## src/rtl/xd_pacer_pkg.sv

```systemverilog
// xd_pacer_pkg: shared types and helpers for the xd_pacer event pacer.
//   pace_state_e  : READY (spacing timer idle) / HOLD (spacing timer running)
//   GAP_CNT_W     : width of the spacing timer (covers GAP up to 255)
//   decode_state(): derives the pacer phase from the spacing timer value
package xd_pacer_pkg;

  localparam int GAP_CNT_W = 8;

  typedef enum logic {
    ST_READY = 1'b0,
    ST_HOLD  = 1'b1
  } pace_state_e;

  // The phase is not stored separately: a running timer means HOLD.
  function automatic pace_state_e decode_state(input logic [GAP_CNT_W-1:0] gap_cnt);
    return (gap_cnt == '0) ? ST_READY : ST_HOLD;
  endfunction

endpackage

```

## src/rtl/xd_pacer.sv

```systemverilog
// xd_pacer: source-domain event pacer feeding a toggle pulse synchroniser.
// Accepts event requests at any rate, keeps a count of the backlog and
// emits single-cycle flag pulses at least GAP cycles apart so the
// destination domain resolves every toggle. Backlog beyond 2^CNT_W-1 is
// dropped and reported through a sticky overflow flag.
//
// Parameters:
//   GAP   : minimum cycles between consecutive flag_out rising edges (2..255)
//   CNT_W : pending-event counter width
// Ports:
//   clk      in   source-domain clock
//   rst      in   asynchronous active-high reset
//   evt_in   in   event request, one event per cycle sampled high
//   ovf_clr  in   clears the sticky overflow flag
//   flag_out out  registered one-cycle pulse to the synchroniser
//   pending  out  accepted-but-not-emitted event count
//   overflow out  sticky, set when an event is dropped
//   busy     out  backlog non-empty, spacing timer running or pulse out
module xd_pacer
  import xd_pacer_pkg::*;
#(
  parameter int GAP   = 8,
  parameter int CNT_W = 4
) (
  input  logic             clk,
  input  logic             rst,
  input  logic             evt_in,
  input  logic             ovf_clr,
  output logic             flag_out,
  output logic [CNT_W-1:0] pending,
  output logic             overflow,
  output logic             busy
);

  localparam logic [CNT_W-1:0]     PEND_MAX   = '1;
  localparam logic [GAP_CNT_W-1:0] GAP_RELOAD = GAP_CNT_W'(GAP - 1);

  generate
    if (GAP < 2 || GAP > 255) begin : g_gap_chk
      $fatal(1, "xd_pacer: GAP=%0d outside legal range 2..255", GAP);
    end
    if (CNT_W < 1) begin : g_cnt_chk
      $fatal(1, "xd_pacer: CNT_W=%0d must be at least 1", CNT_W);
    end
  endgenerate

  logic [CNT_W-1:0]     pend_q,    pend_d;
  logic [GAP_CNT_W-1:0] gap_cnt_q, gap_cnt_d;
  logic                 ovf_q,     ovf_d;
  logic                 flag_q;
  logic                 fire;
  logic                 drop;
  pace_state_e          state;

  // The spacing timer is the state register; the phase is decoded from it.
  always_ff @(posedge clk or posedge rst) begin
    if (rst) begin
      pend_q    <= '0;
      gap_cnt_q <= '0;
      ovf_q     <= 1'b0;
      flag_q    <= 1'b0;
    end else begin
      pend_q    <= pend_d;
      gap_cnt_q <= gap_cnt_d;
      ovf_q     <= ovf_d;
      flag_q    <= fire;
    end
  end

  always_comb begin
    state     = decode_state(gap_cnt_q);
    fire      = 1'b0;
    drop      = 1'b0;
    pend_d    = pend_q;
    gap_cnt_d = gap_cnt_q;
    ovf_d     = ovf_q;

    case (state)
      // A fresh event with an empty backlog fires directly, bypassing pend.
      ST_READY: fire = (pend_q != '0) || evt_in;
      ST_HOLD:  gap_cnt_d = gap_cnt_q - GAP_CNT_W'(1);
      default:  ;
    endcase

    // Reloading with GAP-1 puts the next READY cycle exactly GAP cycles
    // after this one, so back-to-back pulses land GAP cycles apart.
    if (fire) gap_cnt_d = GAP_RELOAD;

    // Backlog: +evt_in -fire. An event arriving while firing replaces the
    // one leaving, so a full counter only drops when nothing fires.
    if (evt_in && !fire) begin
      if (pend_q == PEND_MAX) drop = 1'b1;
      else                    pend_d = pend_q + CNT_W'(1);
    end else if (!evt_in && fire) begin
      pend_d = pend_q - CNT_W'(1);
    end

    // A drop in the same cycle as a clear must stay visible.
    if (drop)         ovf_d = 1'b1;
    else if (ovf_clr) ovf_d = 1'b0;
  end

  assign flag_out = flag_q;
  assign pending  = pend_q;
  assign overflow = ovf_q;
  assign busy     = (pend_q != '0) || (gap_cnt_q != '0) || flag_q;

endmodule

```

## config.mk

```make
export PLATFORM = sky130hd
export DESIGN_NAME = xd_pacer
export DESIGN_NICKNAME = d
export VERILOG_FILES = /design/src/rtl/xd_pacer_pkg.sv /design/src/rtl/xd_pacer.sv
export SDC_FILE = /design/constraint.sdc
export NUM_CORES = 1
export LEC_CHECK = 0
export BUFFER_PORTS_ARGS = -buffer_cell sky130_fd_sc_hd__buf_2
export CAP_MARGIN = 15
export CORE_MARGIN = 2
export CORE_UTILIZATION = 40
export DETAILED_ROUTE_END_ITERATION = 12
export PLACE_DENSITY = 0.56
export SLEW_MARGIN = 30
export SYNTH_ARGS = -nofsm -noshare
export SYNTH_HDL_FRONTEND = slang
export SYNTH_SLANG_ARGS = --single-unit
```

## constraint.sdc

```tcl
create_clock -name clk -period 3.6 [get_ports clk]
set_clock_uncertainty 0.1 [all_clocks]
set_input_delay 0.9 -clock clk [delete_from_list [all_inputs] [get_ports clk]]
set_output_delay 0.9 -clock clk [all_outputs]
set_load 0.02 [all_outputs]
```

==> summary.txt, run 1 <==
Status
  – Status: complete, no violations

STA
  – Worst-margin pin slew: 0.532 ns
  – Final Cycle Share: 89.8%
  – Setup ws final: 0.366 ns
  – Endpoints failing hold: 0
  – RSZ-0062 raised after global routing: false
  – Slew Limit Fails: 0
  – Final setup vio count: 0
  – TNS Setup: 0 ns
  – Rel. slew slack: 64.5%
  – F_max: 0.309 GHz
  – Crit path time final: 3.23 ns

Clock network
  – Post-CTS Setup Bufs: 0
  – Clk slew on worst S/H paths: 0.08 ns
  – Clk buf depth: 2
  – Post-cts sizing count: 0
  – H-Tree Level Count: 1
  – CTS Sinks: 14
  – Hold Buf Count CTS: 0
  – Worst-Skew Late Latency: 0.28 ns
  – CTS buffer count: 3
  – TritonCTS clock tree: built
  – Root Driver: clkbuf_4

Synthesis
  – Post-synthesis cell count: 68
  – Sequential share of the synthesized area: 49.5%
  – Yosys Warn Count: 0
  – Count of cell types in the netlist: 26
  – Synthesized Nets: 74
  – Synth Cell Area: 708 um2
  – Synthesized flop and latch total: 14
  – Average size of a mapped cell: 10.4 um2

Power
  – Final Power: 0.000685 W
  – Logic pwr share: 40.4%
  – Cell Int Power: 0.000419 W
  – Clock power share: 16.7%
  – Register share of total power: 42.9%
  – Leakage: 0.394 nW
  – IR drop worst, VDD: 0.000453 V
  – Psw: 0.000266 W
  – Switching share of total power: 38.8%
  – Cell area power density: 849 mW/mm2

Worst hold path
  – Hold Path Stages: 1
  – Min-delay src: gap_cnt_q[5]
  – Worst hold path type: flop to flop
  – Hold Path Sink: gap_cnt_q[5]

Setup path
  – Reg2reg start: gap_cnt_q[3]
  – CP Data Required Time: 2.60 ns
  – Worst path top cell family by delay: simple AND/OR/NAND/NOR gates
  – R2r setup slk: 1.00 ns
  – Crit path cell chain: or4_1, or3_4, or3_1, buf_2
  – WS Path Type: flop to primary output
  – CP Max Fanout: 12
  – Worst setup EP type: primary output
  – RR Endpoint: pending[2]
  – FF-to-FF path depth: 9
  – Slowest library cell on the worst path: or4_1
  – CP peak stage delay: 0.55 ns
  – CP bufs+invs: 1
  – Critical path data arrival time: 2.23 ns
  – Worst setup startpoint: gap_cnt_q[3]
  – Crit path launch type: flop

Drt
  – Vias: 496
  – DRT Pass-1 Iters: 2
  – Post-route ant nets: 0
  – Routed len/inst: 12.5 um
  – DRC Markers: 0
  – Routed WL: 1210 um
  – Via/cell ratio: 5.11
  – First DRT Iteration DRCs: 2

Floorplanning
  – Initial Utilization: 41.9%
  – Core footprint: 0.00169 mm2
  – Die area: 0.00212 mm2
  – Die Wd: 46.1 um
  – # rows: 15
  – Die height: 46.1 um
  – IO Pins: 11

Global route
  – Total grt overflow: 0
  – Vias in the first global route: 458
  – Initial antenna violation count: 0
  – Total track usage: 14.6%
  – First-pass GRT wire length: 2090 um
  – Pin count of the biggest net entering global routing: 15

Placed design
  – Placed wire-length estimate: 861 um
  – GP Congestion: 0.768
  – Port Buf Inserts: 10
  – Pre-CTS WS: 0.666 ns
  – Placed cells: 93

Finish
  – Area grow syn2layout: 14.0%
  – Fill count: 160
  – Area occupied by multi-input gates: 327 um2
  – # diodes: 0
  – Finished Layout Cells: 97
  – FF/Latch Area: 350 um2
  – Nets: 87
  – Fraction of layout cells with a size suffix above 1: 22.5%

Job
  – Max-Cap Viols: 0
-- layer usage --
| metal | share of wire, % | vias up | GRT usage, % |
|---|---|---|---|
| met5 | 0 | - | 0 |
| met4 | 3.2 | 0 | 10.3 |
| met3 | 3.3 | 4 | 2.35 |
| met2 | 41 | 9 | 18.3 |
| met1 | 53 | 226 | 22.0 |
| li1 | - | 257 | - |
-- how the worst max path moves through the flow --
stage | to | depth (start not counted) | slack (ns)
2_1_floorplan | busy | 4 | 0.66
3_3_place_gp | busy | 4 | 0.70
3_5_place_dp | busy | 4 | 0.67
4_1_cts | busy | 4 | 0.35
5_1_grt | busy | 4 | 0.26
6_report | busy | 4 | 0.37
-- power by group through the flow --
stage	sequential [W]	clock (W)	combinational, W
2_1_floorplan	0.000311	0	0.000196
3_3_place_gp	0.000295	0	0.000274
3_5_place_dp	0.000298	0	0.000276
4_1_cts	0.000293	0.000119	0.000280
5_1_grt	0.000309	0.000121	0.000314
6_report	0.000294	0.000114	0.000276
-- cell families after synthesis --
| family | synth area share (%) |
|---|---|
| xor gates and xnor gates | 7.42 |
| buffers and inverters | 4.42 |
| and+or+nand+nor | 19.6 |
| AOI/OAI and AO/OA | 5.48 |
| DFF | 49.5 |
| muxes | 10.1 |
| adders and majority gates | 3.53 |
-- Yosys cell counts --
cell type | number | area, um2
dfrtp_1 | 14 | 350
inv_1 | 6 | 22.5
nand2_1 | 5 | 18.8
nor2_1 | 5 | 18.8
xnor2_1 | 4 | 35.0
mux2i_1 | 3 | 30.0
nand2b_1 | 3 | 18.8
nand3_1 | 3 | 15.0
nor3_1 | 3 | 15.0
ha_1 | 2 | 25.0
mux2_4 | 2 | 30.0
o21ai_0 | 2 | 10.0
or4_1 | 2 | 15.0
xor2_1 | 2 | 17.5
a21oi_1 | 1 | 5.00
a41oi_1 | 1 | 8.76
and2b_1 | 1 | 7.51
buf_2 | 1 | 5.00
clkbuf_1 | 1 | 3.75
mux2_2 | 1 | 11.3
nand4_1 | 1 | 6.26
nor4_1 | 1 | 6.26
o22ai_1 | 1 | 6.26
o41ai_1 | 1 | 8.76
or3_1 | 1 | 6.26
or3_4 | 1 | 11.3
-- area by class of cell --
| cell class | count | share of cell area [%] |
|---|---|---|
| inverter | 6 | 2.79 |
| tap | 17 | 2.64 |
| clock buffer | 4 | 4.50 |
| timing repair buffer | 10 | 6.20 |
| sequential | 14 | 43.4 |
| multi-input combinational | 46 | 40.5 |
-- state kept, by name (all words and copies together) (netlist names) --
register   count
flag_out       1
gap_cnt_q      8
overflow       1
pending        4
-- worst register-to-register path: cells and delay by family, from the launching register on --
family	cells	cell delay, ns
xor gates and xnor gates	2	0.26
adders and majority gates	1	0.20
DFF	1	0.43
muxes	1	0.18
and+or+nand+nor	5	1.36
-- layout by cell type, fill, tap and decap left out, types with 3 or more instances in the layout --
cell type   n
nand2_1     5
nand2b_1    3
xnor2_1     4
dfrtp_1    14
mux2i_1     3
nor3_1      3
nor2_1      5
clkbuf_4    3
buf_2      10
nand3_1     3
inv_1       6
-- metrics by stage --
step	hold slack (ns)	cell area (um2)	util (%)
3_5_place_dp	0.387	771	45.6
6_report	0.399	807	47.8
2_1_floorplan	0.361	708	-
4_1_cts	0.403	807	47.8
5_1_grt	0.457	807	47.8
3_3_place_gp	0.383	771	45.6
(Power assumes the default switching activity.)
==> inputs of run 2 (changes only) <==
CELL_PAD_IN_SITES_DETAIL_PLACEMENT = 2   (was unset)
CELL_PAD_IN_SITES_GLOBAL_PLACEMENT = 2   (was unset)
CORE_UTILIZATION = 33   (was 40)
GPL_TIMING_DRIVEN = 1   (was unset)
HOLD_SLACK_MARGIN = 0.06   (was unset)
PLACE_DENSITY = 0.69   (was 0.56)
==> run 2 against run 1 <==
Against the previous run:
- register-to-register slack got worse by 0.06 ns
- worst setup slack worse by 0.011 ns
- clock power barely moved
- global-route usage is 0.37 points higher
- largest cell class unchanged
==> summary.txt, run 2 (synthesis gave the netlist of run 1 again) <==
Status
  – Status: complete, no violations

Finish
  – Fin area: 820 um2 (+1.6%)
  – # diodes: 0 (unchanged)
  – Fill count: 227 (+42%)
  – Area occupied by multi-input gates: 327 um2 (unchanged)
  – Commonest non-fill, non-tap cell in the layout: dfrtp_1
  – Fraction of layout cells with a size suffix above 1: 22.5% (unchanged)
  – Area grow syn2layout: 15.7%
  – Nets: 87 (unchanged)
  – FF/Latch Area: 350 um2 (unchanged)
  – Largest register FFs: 8 (unchanged)
  – Most flops, register: gap_cnt_q
  – Final Core Density: 40.9% (-6.8 points)
  – Commonest non-fill, non-tap cells in the layout: dfrtp_1 (14), buf_2 (10), inv_1 (6)

STA
  – Rel. slew slack: 62.9% (-1.6 points)
  – Final setup vio count: 0 (unchanged)
  – Crit path time final: 3.24 ns (+0.0109 ns)
  – Worst-margin pin slew: 0.556 ns (+0.0245 ns)
  – Final Cycle Share: 90.1% (+0.30 points)
  – Setup ws final: 0.355 ns (-0.0109 ns)
  – RSZ-0062 raised after global routing: false
  – Endpoints failing hold: 0 (unchanged)
  – TNS Setup: 0 ns (unchanged)
  – F_max: 0.308 GHz (-0.34%)
  – Slew Limit Fails: 0 (unchanged)

Global route
  – Total track usage: 14.9% (+0.37 points)
  – Vias in the first global route: 547 (+19%)
  – Pin count of the biggest net entering global routing: 15 (unchanged)
  – First-pass GRT wire length: 2730 um (+31%)
  – Initial antenna violation count: 0 (unchanged)
  – Total grt overflow: 0 (unchanged)

Setup path
  – CP Data Required Time: 2.60 ns (about the same)
  – R2r setup slk: 0.94 ns (-0.06 ns)
  – FF-to-FF path depth: 9 (unchanged)
  – Crit path launch type: flop
  – RR Endpoint: pending[2]
  – Reg2reg start: gap_cnt_q[3]
  – CP peak stage delay: 0.55 ns (about the same)
  – Worst setup startpoint: gap_cnt_q[3]
  – Critical path data arrival time: 2.24 ns (about the same)
  – CP Max Fanout: 12 (unchanged)
  – Worst setup EP type: primary output
  – WS Path Type: flop to primary output
  – Crit path cell chain: or4_1, or3_4, or3_1, buf_2
  – Slowest library cell on the worst path: or4_1

Clock network
  – Post-CTS Setup Bufs: 0 (unchanged)
  – Clk buf depth: 2 (unchanged)
  – Root Driver: clkbuf_4
  – Post-cts sizing count: 0 (unchanged)
  – Worst-Skew Late Latency: 0.28 ns (about the same)
  – Clk slew on worst S/H paths: 0.08 ns (about the same)
  – TritonCTS clock tree: built
  – Hold Buf Count CTS: 0 (unchanged)
  – CTS buffer count: 3 (unchanged)
  – H-Tree Level Count: 1 (unchanged)
  – CTS Sinks: 14 (unchanged)

Placed design
  – Dpl cell area: 783 um2 (+1.6%)
  – Port Buf Inserts: 10 (unchanged)
  – Pre-CTS WS: 0.644 ns (-0.0224 ns)
  – GP Congestion: 0.682 (-11%)
  – Placed wire-length estimate: 1170 um (+36%)

Worst hold path
  – Hold Path Stages: 1 (unchanged)
  – Worst hold path type: flop to flop
  – Min-delay src: gap_cnt_q[5]
  – Hold Path Sink: gap_cnt_q[5]

Drt
  – DRT Pass-1 Iters: 2 (unchanged)
  – Routed WL: 1500 um (+24%)
  – Routed len/inst: 14.0 um (+12%)
  – Post-route ant nets: 0 (unchanged)
  – First DRT Iteration DRCs: 4 (+2)
  – Vias: 524 (+5.6%)
  – Via/cell ratio: 4.90 (-4.2%)
  – DRC Markers: 0 (unchanged)

Floorplanning
  – Core footprint: 0.00200 mm2 (+19%)
  – Die Wd: 50.3 um (+9.2%)
  – Initial Utilization: 35.4% (-6.6 points)
  – # rows: 16 (+1)
  – Die height: 50.3 um (+9.2%)
  – Die area: 0.00253 mm2 (+19%)
  – IO Pins: 11 (unchanged)

Job
  – Max-Cap Viols: 0 (unchanged)

Power
  – IR drop worst, VDD: 0.000302 V (-33%)
  – Cell area power density: 847 mW/mm2 (-0.14%)
  – Leakage: 0.394 nW (unchanged)
-- run 2: cell counts in the layout (fill, tap and decap cells not counted) --
No cell type changed its count.
-- run 2: routing by layer --
metal / global-route usage [%] / vias up / share of wire, %
met4: 2.70 / 0 / 1.0
met1: 20.9 / 256 / 51
li1: - / 259 / -
met2: 21.7 / 7 / 45
met3: 6.25 / 2 / 3.3
met5: 0 / - / 0
-- run 2: area by class of cell --
cell class	instances	area share [%]
clock buffers	4	4.43
inverters	6	2.75
multi-input cells	46	39.8
flip-flops and latches	14	42.7
well taps	27	4.12
repair buffers	10	6.11
-- run 2: per-stage QoR --
step	power, W	instances	hold WS (ns)
final	0.000695	107	0.410
after global routing	0.000769	107	0.448
after CTS	0.000707	107	0.413
after detailed placement	0.000590	103	0.397
after global placement	0.000577	103	0.379
after floorplan	0.000506	68	0.361
-- run 2: critical path, delay by kind of cell, from the launching register on --
family	cells	cell delay [ns]
AND/OR/NAND/NOR	3	1.37
buffers and inverters	1	0.16
flip-flops	1	0.43
-- run 2: worst max-delay path by stage --
stage                end  slack [ns]  cells past startpoint
floorplan           busy        0.66                      4
global placement    busy        0.69                      4
detailed placement  busy        0.64                      4
CTS                 busy        0.32                      4
global route        busy        0.25                      4
finish              busy        0.36                      4
-- run 2: power by group --
part	leakage (nW)	switching (W)	total [W]	internal, W
sequential	0.175	0.0000733	0.000299	0.000226
combinational	0.198	0.000152	0.000284	0.000132
clock	0.0210	0.0000504	0.000112	0.0000615
total	0.394	0.000275	0.000695	0.000419
==> inputs of run 3 (changes only) <==
CELL_PAD_IN_SITES_DETAIL_PLACEMENT = 1   (was 2)
==> run 3 against run 2 <==
Against the previous run:
- worst setup slack worse by 0.0013 ns
- power is 0.60% lower
- routed wire length is 9.8% lower
- largest cell class unchanged
==> summary.txt, run 3 (synthesis gave the netlist of run 1 again) <==
Status
  – Status: complete, no violations

Floorplanning
  – Initial Utilization: 35.4% (unchanged)
  – Die area: 0.00253 mm2 (unchanged)
  – # rows: 16 (unchanged)
  – Die Wd: 50.3 um (unchanged)
  – IO Pins: 11 (unchanged)
  – Core footprint: 0.00200 mm2 (unchanged)
  – Die height: 50.3 um (unchanged)

Global route
  – Total track usage: 12.6% (-2.4 points)
  – Total grt overflow: 0 (unchanged)
  – Initial antenna violation count: 0 (unchanged)
  – First-pass GRT wire length: 2320 um (-15%)
  – Pin count of the biggest net entering global routing: 15 (unchanged)
  – Vias in the first global route: 512 (-6.4%)

Drt
  – DRT Pass-1 Iters: 3 (+1)
  – Routed met2 length: 615 um (-8.9%)
  – Highest Signal Layer: met4
  – Routed wl met3: 45 um (-10%)
  – DRC Markers: 0 (unchanged)
  – First DRT Iteration DRCs: 4 (unchanged)
  – Routed WL: 1350 um (-9.8%)
  – Met1 wire length: 676 um (-11%)
  – Via/cell ratio: 4.82 (-1.5%)
  – Vias: 516 (-1.5%)
  – Post-route ant nets: 0 (unchanged)
  – Routed len/inst: 12.6 um (-9.8%)

Setup path
  – WS Path Type: flop to primary output
  – Critical path data arrival time: 2.25 ns (about the same)
  – FF-to-FF path depth: 9 (unchanged)
  – Worst setup startpoint: gap_cnt_q[3]
  – CP Max Fanout: 12 (unchanged)
  – Reg2reg start: gap_cnt_q[3]
  – Crit path launch type: flop
  – CP Data Required Time: 2.60 ns (about the same)
  – RR Endpoint: pending[2]
  – Worst setup EP type: primary output
  – R2r setup slk: 0.97 ns (+0.03 ns)

Power
  – Leakage: 0.394 nW (unchanged)
  – Logic pwr share: 40.7% (-0.2 points)
  – Clock power share: 16.1% (about the same)
  – Switching share of total power: 39.2% (-0.38 points)
  – Cell Int Power: 0.000419 W (about the same)
  – Cell area power density: 842 mW/mm2 (-0.60%)
  – IR drop worst, VDD: 0.000330 V (+9.2%)
  – Psw: 0.000271 W (-1.6%)
  – Register share of total power: 43.2% (+0.2 points)

STA
  – Slew Limit Fails: 0 (unchanged)
  – F_max: 0.308 GHz (about the same)
  – Final setup vio count: 0 (unchanged)
  – Final Cycle Share: 90.2% (about the same)
  – TNS Setup: 0 ns (unchanged)
  – Crit path time final: 3.25 ns (+0.00134 ns)
  – Rel. slew slack: 63.7% (+0.79 points)
  – Endpoints failing hold: 0 (unchanged)
  – WHS: 0.404 ns (-0.00695 ns)
  – RSZ-0062 raised after global routing: false
  – Worst-margin pin slew: 0.544 ns (-0.0119 ns)

Worst hold path
  – Worst hold path type: flop to flop
  – Hold Path Sink: gap_cnt_q[5]
  – Min-delay src: gap_cnt_q[5]
  – Hold Path Stages: 1 (unchanged)

Job
  – Max-Cap Viols: 0 (unchanged)

Finish
  – Nets: 87 (unchanged)
  – # diodes: 0 (unchanged)
  – Area grow syn2layout: 15.7% (unchanged)
  – Final Core Density: 40.9% (unchanged)
  – Largest register FFs: 8 (unchanged)
  – Commonest non-fill, non-tap cell in the layout: dfrtp_1
  – Fraction of layout cells with a size suffix above 1: 22.5% (unchanged)
  – Fin area: 820 um2 (unchanged)
  – Commonest non-fill, non-tap cells in the layout: dfrtp_1 (14), buf_2 (10), inv_1 (6)
  – Most flops, register: gap_cnt_q

Placed design
  – GP Congestion: 0.682 (unchanged)
  – Placed wire-length estimate: 1030 um (-12%)
  – Dpl cell area: 783 um2 (unchanged)
  – Port Buf Inserts: 10 (unchanged)

Clock network
  – Clk slew on worst S/H paths: 0.08 ns (about the same)
  – Post-cts sizing count: 0 (unchanged)
  – TritonCTS clock tree: built
  – CTS buffer count: 3 (unchanged)
  – CTS Sinks: 14 (unchanged)
  – Hold Buf Count CTS: 0 (unchanged)
  – Post-CTS Setup Bufs: 0 (unchanged)
  – H-Tree Level Count: 1 (unchanged)
  – Worst-Skew Late Latency: 0.28 ns (about the same)
  – Root Driver: clkbuf_4
  – Clk buf depth: 2 (unchanged)
## run 3: cell counts in the layout (fill, tap and decap cells not counted)
Identical to the previous run, type by type.
## run 3: area by class of cell
| cell class | instances | area [um2] |
|---|---|---|
| Fill cell | 237 | 1180 |
| Sequential cell | 14 | 350 |
| Multi-Input combinational cell | 46 | 327 |
| Timing Repair Buffer | 10 | 50.0 |
| Clock buffer | 4 | 36.3 |
| Tap cell | 27 | 33.8 |
| Inverter | 6 | 22.5 |
## run 3: how the worst max path moves through the flow
| stage | to | slack (ns) | depth (start not counted) |
|---|---|---|---|
| detailed placement | busy | 0.65 | 4 |
| floorplan | busy | 0.66 | 4 |
| finish | busy | 0.35 | 4 |
| global placement | busy | 0.69 | 4 |
| CTS | busy | 0.34 | 4 |
| global route | busy | 0.26 | 4 |
## run 3: stage by stage
stage / instances / total power [W] / worst slack (ns)
3_5_place_dp: 103 / 0.000585 / 0.655
3_3_place_gp: 103 / 0.000577 / 0.691
2_1_floorplan: 68 / 0.000506 / 0.664
6_report: 107 / 0.000690 / 0.354
5_1_grt: 107 / 0.000757 / 0.260
4_1_cts: 107 / 0.000701 / 0.343
## run 3: per-layer routing
metal,GRT usage [%],up-vias
li1,-,255
met1,17.5,252
met2,18.2,7
met3,5.36,2
met4,2.70,0
met5,0,-
## run 3: power by group through the flow
stage	combinational, W	clock (W)	sequential, W
after floorplan	0.000196	0	0.000311
after global placement	0.000280	0	0.000297
after detailed placement	0.000283	0	0.000302
after CTS	0.000287	0.000116	0.000298
after global routing	0.000322	0.000123	0.000312
final	0.000281	0.000111	0.000298
## run 3: worst max-delay path, cell delays in order (launching register included)
cell and delay, ns:
dfrtp_1 0.43, or4_1 0.56, or3_4 0.46, or3_1 0.36, buf_2 0.16
